$ cat src/rtl/wci_ocp_worker_target.sv
// WCI::OCP worker-side control endpoint: control-space ops drive the worker lifecycle FSM,
// config-space ops access a byte-enabled register bank; one response per accepted request.
module wci_ocp_worker_target #(
  parameter int NREGS = 16
) (
  input  logic        CLK,
  input  logic        RST,
  input  logic        wciS0_MReset_n,
  input  logic [2:0]  wciS0_MCmd,
  input  logic        wciS0_MAddrSpace,
  input  logic [3:0]  wciS0_MByteEn,
  input  logic [19:0] wciS0_MAddr,
  input  logic [31:0] wciS0_MData,
  output logic [1:0]  wciS0_SResp,
  output logic [31:0] wciS0_SData,
  output logic        wciS0_SThreadBusy,
  output logic [1:0]  wciS0_SFlag,
  input  logic [1:0]  wciS0_MFlag,
  output logic [1:0]  ctl_state
);

  localparam int IW = (NREGS > 1) ? $clog2(NREGS) : 1;

  localparam logic [1:0] RESP_NULL = 2'd0;
  localparam logic [1:0] RESP_DVA  = 2'd1;
  localparam logic [1:0] RESP_ERR  = 2'd3;

  typedef enum logic [1:0] {
    ST_EXISTS = 2'd0,
    ST_INIT   = 2'd1,
    ST_OPER   = 2'd2,
    ST_SUSP   = 2'd3
  } ctl_state_t;

  ctl_state_t  state_q, state_d;

  logic        rst;
  logic        boot_q;
  logic        busy;
  logic        cmd_vld;
  logic        req_acc;
  logic        drop;

  logic        req_q;
  logic        req_wr_q;
  logic        req_space_q;
  logic [3:0]  req_be_q;
  logic [17:0] req_addr_q;
  logic [31:0] req_data_q;

  logic [1:0]  sresp_q, sresp_d;
  logic [31:0] sdata_q, sdata_d;
  logic        err_q;
  logic        wr_en;
  logic        legal;
  logic [2:0]  op;
  logic [IW-1:0] idx;

  logic [31:0] regs [NREGS];

  logic unused_ok;
  assign unused_ok = ^{wciS0_MFlag, wciS0_MAddr[1:0]};

  // Either reset source behaves identically.
  assign rst     = RST | ~wciS0_MReset_n;
  assign busy    = rst | boot_q | req_q | (sresp_q != RESP_NULL);
  assign cmd_vld = (wciS0_MCmd == 3'd1) || (wciS0_MCmd == 3'd2);
  assign req_acc = cmd_vld && !busy;
  assign drop    = cmd_vld && busy;

  assign op  = req_addr_q[2:0];
  assign idx = req_addr_q[IW-1:0];

  // Request capture (cycle N) and reset-hold of busy for one cycle after reset.
  always_ff @(posedge CLK) begin
    if (rst) begin
      boot_q      <= 1'b1;
      req_q       <= 1'b0;
      req_wr_q    <= 1'b0;
      req_space_q <= 1'b0;
      req_be_q    <= 4'd0;
      req_addr_q  <= 18'd0;
      req_data_q  <= 32'd0;
    end else begin
      boot_q <= 1'b0;
      req_q  <= req_acc;
      if (req_acc) begin
        req_wr_q    <= (wciS0_MCmd == 3'd1);
        req_space_q <= wciS0_MAddrSpace;
        req_be_q    <= wciS0_MByteEn;
        req_addr_q  <= wciS0_MAddr[19:2];
        req_data_q  <= wciS0_MData;
      end
    end
  end

  // Execute stage (cycle N+1): decode, next state and response.
  always_comb begin
    state_d = state_q;
    sresp_d = RESP_NULL;
    sdata_d = 32'd0;
    wr_en   = 1'b0;
    legal   = 1'b0;
    if (req_q) begin
      if (!req_space_q) begin
        if (req_wr_q) begin
          sresp_d = RESP_ERR;
        end else begin
          case (op)
            3'd0: if (state_q == ST_EXISTS) begin
                    legal   = 1'b1;
                    state_d = ST_INIT;
                  end
            3'd1: if (state_q == ST_INIT || state_q == ST_SUSP) begin
                    legal   = 1'b1;
                    state_d = ST_OPER;
                  end
            3'd2: if (state_q == ST_OPER) begin
                    legal   = 1'b1;
                    state_d = ST_SUSP;
                  end
            3'd3: if (state_q == ST_INIT || state_q == ST_SUSP) begin
                    legal   = 1'b1;
                    state_d = ST_EXISTS;
                  end
            3'd4: legal = (state_q == ST_INIT);
            3'd5, 3'd6: legal = (state_q != ST_EXISTS);
            default: legal = 1'b0;
          endcase
          if (legal) begin
            sresp_d = RESP_DVA;
            sdata_d = 32'hC0DE_4200 | {29'd0, op};
          end else begin
            sresp_d = RESP_ERR;
            sdata_d = 32'hC0DE_4E00 | {29'd0, op};
          end
        end
      end else begin
        if (req_addr_q >= 18'(NREGS) || state_q == ST_EXISTS) begin
          sresp_d = RESP_ERR;
        end else if (req_wr_q) begin
          wr_en   = 1'b1;
          sresp_d = RESP_DVA;
        end else begin
          sresp_d = RESP_DVA;
          sdata_d = regs[idx];
        end
      end
    end
  end

  always_ff @(posedge CLK) begin
    if (rst) begin
      state_q <= ST_EXISTS;
      sresp_q <= RESP_NULL;
      sdata_q <= 32'd0;
      err_q   <= 1'b0;
    end else begin
      state_q <= state_d;
      sresp_q <= sresp_d;
      sdata_q <= sdata_d;
      if (sresp_d == RESP_ERR || drop)
        err_q <= 1'b1;
    end
  end

  always_ff @(posedge CLK) begin
    if (rst) begin
      for (int r = 0; r < NREGS; r++)
        regs[r] <= 32'd0;
    end else if (wr_en) begin
      for (int b = 0; b < 4; b++)
        if (req_be_q[b])
          regs[idx][8*b +: 8] <= req_data_q[8*b +: 8];
    end
  end

  assign wciS0_SResp       = sresp_q;
  assign wciS0_SData       = sdata_q;
  assign wciS0_SThreadBusy = busy;
  assign wciS0_SFlag       = {err_q, state_q == ST_OPER};
  assign ctl_state         = state_q;

endmodule

$ cat config.mk
export PLATFORM = sky130hd
export DESIGN_NAME = wci_ocp_worker_target
export DESIGN_NICKNAME = d
export VERILOG_FILES = /design/src/rtl/wci_ocp_worker_target.sv
export SDC_FILE = /design/constraint.sdc
export NUM_CORES = 1
export LEC_CHECK = 0
export CAP_MARGIN = 0
export CORE_MARGIN = 2
export CORE_UTILIZATION = 45
export CTS_BUF_LIST = sky130_fd_sc_hd__clkbuf_8
export CTS_CLUSTER_SIZE = 10
export DETAILED_ROUTE_END_ITERATION = 10
export GPL_TIMING_DRIVEN = 0
export PLACE_DENSITY = 0.64
export SKIP_CTS_REPAIR_TIMING = 1
export SYNTH_ARGS = -nofsm -noshare
export SYNTH_HDL_FRONTEND = slang
export SYNTH_SLANG_ARGS = --single-unit
$ cat constraint.sdc
create_clock -name CLK -period 3 [get_ports CLK]
set_clock_uncertainty 0.1 [all_clocks]
set_input_delay 0.3 -clock CLK [delete_from_list [all_inputs] [get_ports CLK]]
set_output_delay 0.3 -clock CLK [all_outputs]
set_load 0.005 [all_outputs]
==> flow_summary.yaml <==
global_route:
  grt_start_max_net_pins: 15
  grt_pass1_vias: 19300
  grt_pass1_wl_mm: 130
  antenna_found_initial: 2
  grt_use_total_pct: 30.0
  grt_overflow: 0
detailed_routing:
  vias: 19700
  wl_per_cell_um: 30.1
  ant_nets: 0
  viasPerCell: 6.44
  drtIter0Drc: 3157
  wl_mm: 92.1
  drc: 0
  drt-pass1-iter-count: 6
critical_path:
  crit_required_ps: 3450
  cp-end-kind: "register"
  arrival_ps: 3510
  start_kind: "register"
  path_max_fanout: 10
  r2r_setup_slack_ps: -50
  path_class: "reg2reg"
hold_path:
  hold_class: "in2reg"
cells_and_area:
  nNetsFinal: 2263
  nFillCells: 5122
  area_growth_pct: 16.4
  drive_above_1_share_pct: 21.1
  final_cell_area_sq_um: 31200
logic_synthesis:
  ys_types: 44
  synth_edf_count: 512
  synth.net_count: 2027
  synth_common_cells: "512 x edfxtp_1, 463 x nor3_1, 172 x nand2_1"
  yosysMostFrequentCell: "edfxtp_1"
  yosysWarnings: 0
  ys_ff_latch: 611
  synth_compound_area_share_pct: 4.81
  ys_top_cells_by_area: "edfxtp_1 57%, mux4_2 11%, nor3_1 8.6%, dfxtp_1 7.4%, nand2_1 2.4%"
  synth_flop_cell: "edfxtp_1"
  synth-xor-area-share_pct: 0.0653
  synth_fa_ha_area_share_pct: 0
  synth_top_area_share_pct: 57.3
  syn_area_per_cell_sq_um: 13.7
  synth_top_family_by_area: "simple AND/OR/NAND/NOR gates"
  synth-simple-area-share_pct: 14.6
  yosys.area.top_type: "edfxtp_1"
  ys_seq_area_share_pct: 64.7
  synth_area_sq_um: 26800
  netlist_instances: 1962
  async_reset_ff_share_pct: 0
  synth.area.mux_share_pct: 11.4
power_and_ir_drop:
  p_leak_nw: 9.94
  pwr_density_cell_nw_per_um2: 554
  peakVddDrop_mv: 0.405
  p_total_w: 0.0173
place:
  globalplace.congestion: 0.976
  placed_area_sq_um: 29000
  port_buffers: 99
  dp_hpwl_mm: 65.7
die:
  rows: 89
  core_sq_um: 59000
  fp.dieW_um: 248
  dieArea_sq_um: 61600
  io_pins: 104
  start_util_pct: 45.5
  die_h_um: 248
clock_tree:
  clk_pin_slew_ps: 60
  clock_path_buffers: 3
  cts_num_sinks: 611
  cts_tree: "built"
  h-tree-depth: 3
  numCtsBuffers: 99
  cts_root_buf: "clkbuf_8"
  clk_latency_ps: 750
sta:
  worstMarginPinSlew_ps: 1140
  setup_ws_ps: -54.0
  whs_ps: -5.53
  finalSetupViolCount: 2
  timing.slew.headroom_pct: 23.9
  hold_violations: 2
  fmax_mhz: 327
  fin_crit_ps: 3050
  rsz0062_at_grt: "no"
  timing.final.crit_share_pct: 102
  slew_viol_final: 0
outcome:
  violations: "negative hold slack, negative setup slack"
  status: "complete, but fails checks"
flow_run:
  max_cap_violations: 0
final cells by class:
cell class | count | area (sq um) | area share, %
diodes | 2 | 5.00 | 0.0160
plain buffers | 224 | 1180 | 3.78
clock buffers | 107 | 1470 | 4.72
clock inverters | 79 | 425 | 1.36
inverters | 7 | 26.3 | 0.0842
multi-input cells | 1120 | 8540 | 27.4
flip-flops and latches | 611 | 17400 | 55.6
well taps | 773 | 967 | 3.10
repair buffers | 135 | 1250 | 3.99
placed cells by master, fill, tap and decap left out, drive strengths merged, types with 2 or more instances in the layout:
cell type        n
xnor2            2
nand2          172
bufinv           3
clkdlybuf4s50   99
nand3            5
nor3           514
and2             6
diode            2
a211oi          35
nor2b           25
nor4             3
clkinv          25
mux2i           18
nand4            5
clkbuf         239
o21ai           75
a22o            30
edfxtp         512
o22ai            5
buf            128
mux4           128
nor4b            2
dfxtp           99
a21oi           59
nor2            22
inv             58
stage by stage:
stage                     util (%)  setup slack, ps  TNS [ps]  hold slack [ps]  std cells
after floorplan                  -              547         0              336       1962
after global placement        48.8            -1260   -478720              342       2834
after detailed placement      49.1            -1170   -287210              347       2861
after CTS                     52.3            -1040   -177160            -25.4       3047
after global routing          52.9             13.2         0             17.3       3057
final                         52.9            -54.0     -97.9            -5.53       3058
path summary, 6_finish.rpt:
kind,startpoint,end,depth (start not counted)
hold / removal,wciS0_MData[12],req_data_q[12]$_SDFFE_PP0P_,3
hold reg to reg,req_addr_q[16]$_SDFFE_PP0P_,req_addr_q[16]$_SDFFE_PP0P_,2
setup / recovery,register,wciS0_SData[21]$_SDFF_PP0_,5
setup reg to reg,register,wciS0_SData[21]$_SDFF_PP0_,5
power breakdown:
group	switching [W]	internal [W]	total [W]	leakage, nW
Clock	0.00350	0.00356	0.00706	1.15
Combinational	0.000361	0.000268	0.000629	2.42
Sequential	0.0000996	0.00952	0.00962	6.38
Total	0.00396	0.0133	0.0173	9.94
layer usage:
| layer | vias to the layer above | track usage (%) | part of all wire (%) |
|---|---|---|---|
| met3 | 309 | 8.36 | 13 |
| met2 | 1514 | 46.3 | 46 |
| li1 | 8061 | - | - |
| met4 | 2 | 17.1 | 6.2 |
| met1 | 9801 | 38.3 | 36 |
| met5 | - | 0 | 0.014 |
flip-flops by register name, indices dropped and copies added (netlist names), named ones only:
name and cells:
req_be_q 4, req_addr_q 18, boot_q 1, wciS0_SResp 2, req_wr_q 1, req_data_q 32
regs 512, err_q 1, ctl_state 2, wciS0_SData 32, req_space_q 1, req_q 1
cell families after synthesis:
group                  count (synthesis)
XOR/XNOR                               2
flip-flops                           611
AND/OR/NAND/NOR                      761
buffers and inverters                231
multiplexers                         146
AO/OA/AOI/OAI                        211
worst max-delay path, cell delays in order, from the launching register on:
cell and delay, ps:
dfxtp_1 470, clkbuf_1 390, clkbuf_1 760, mux4_2 410, mux2i_1 150, a211oi_1 560
Power figures use the tool's default switching activity.
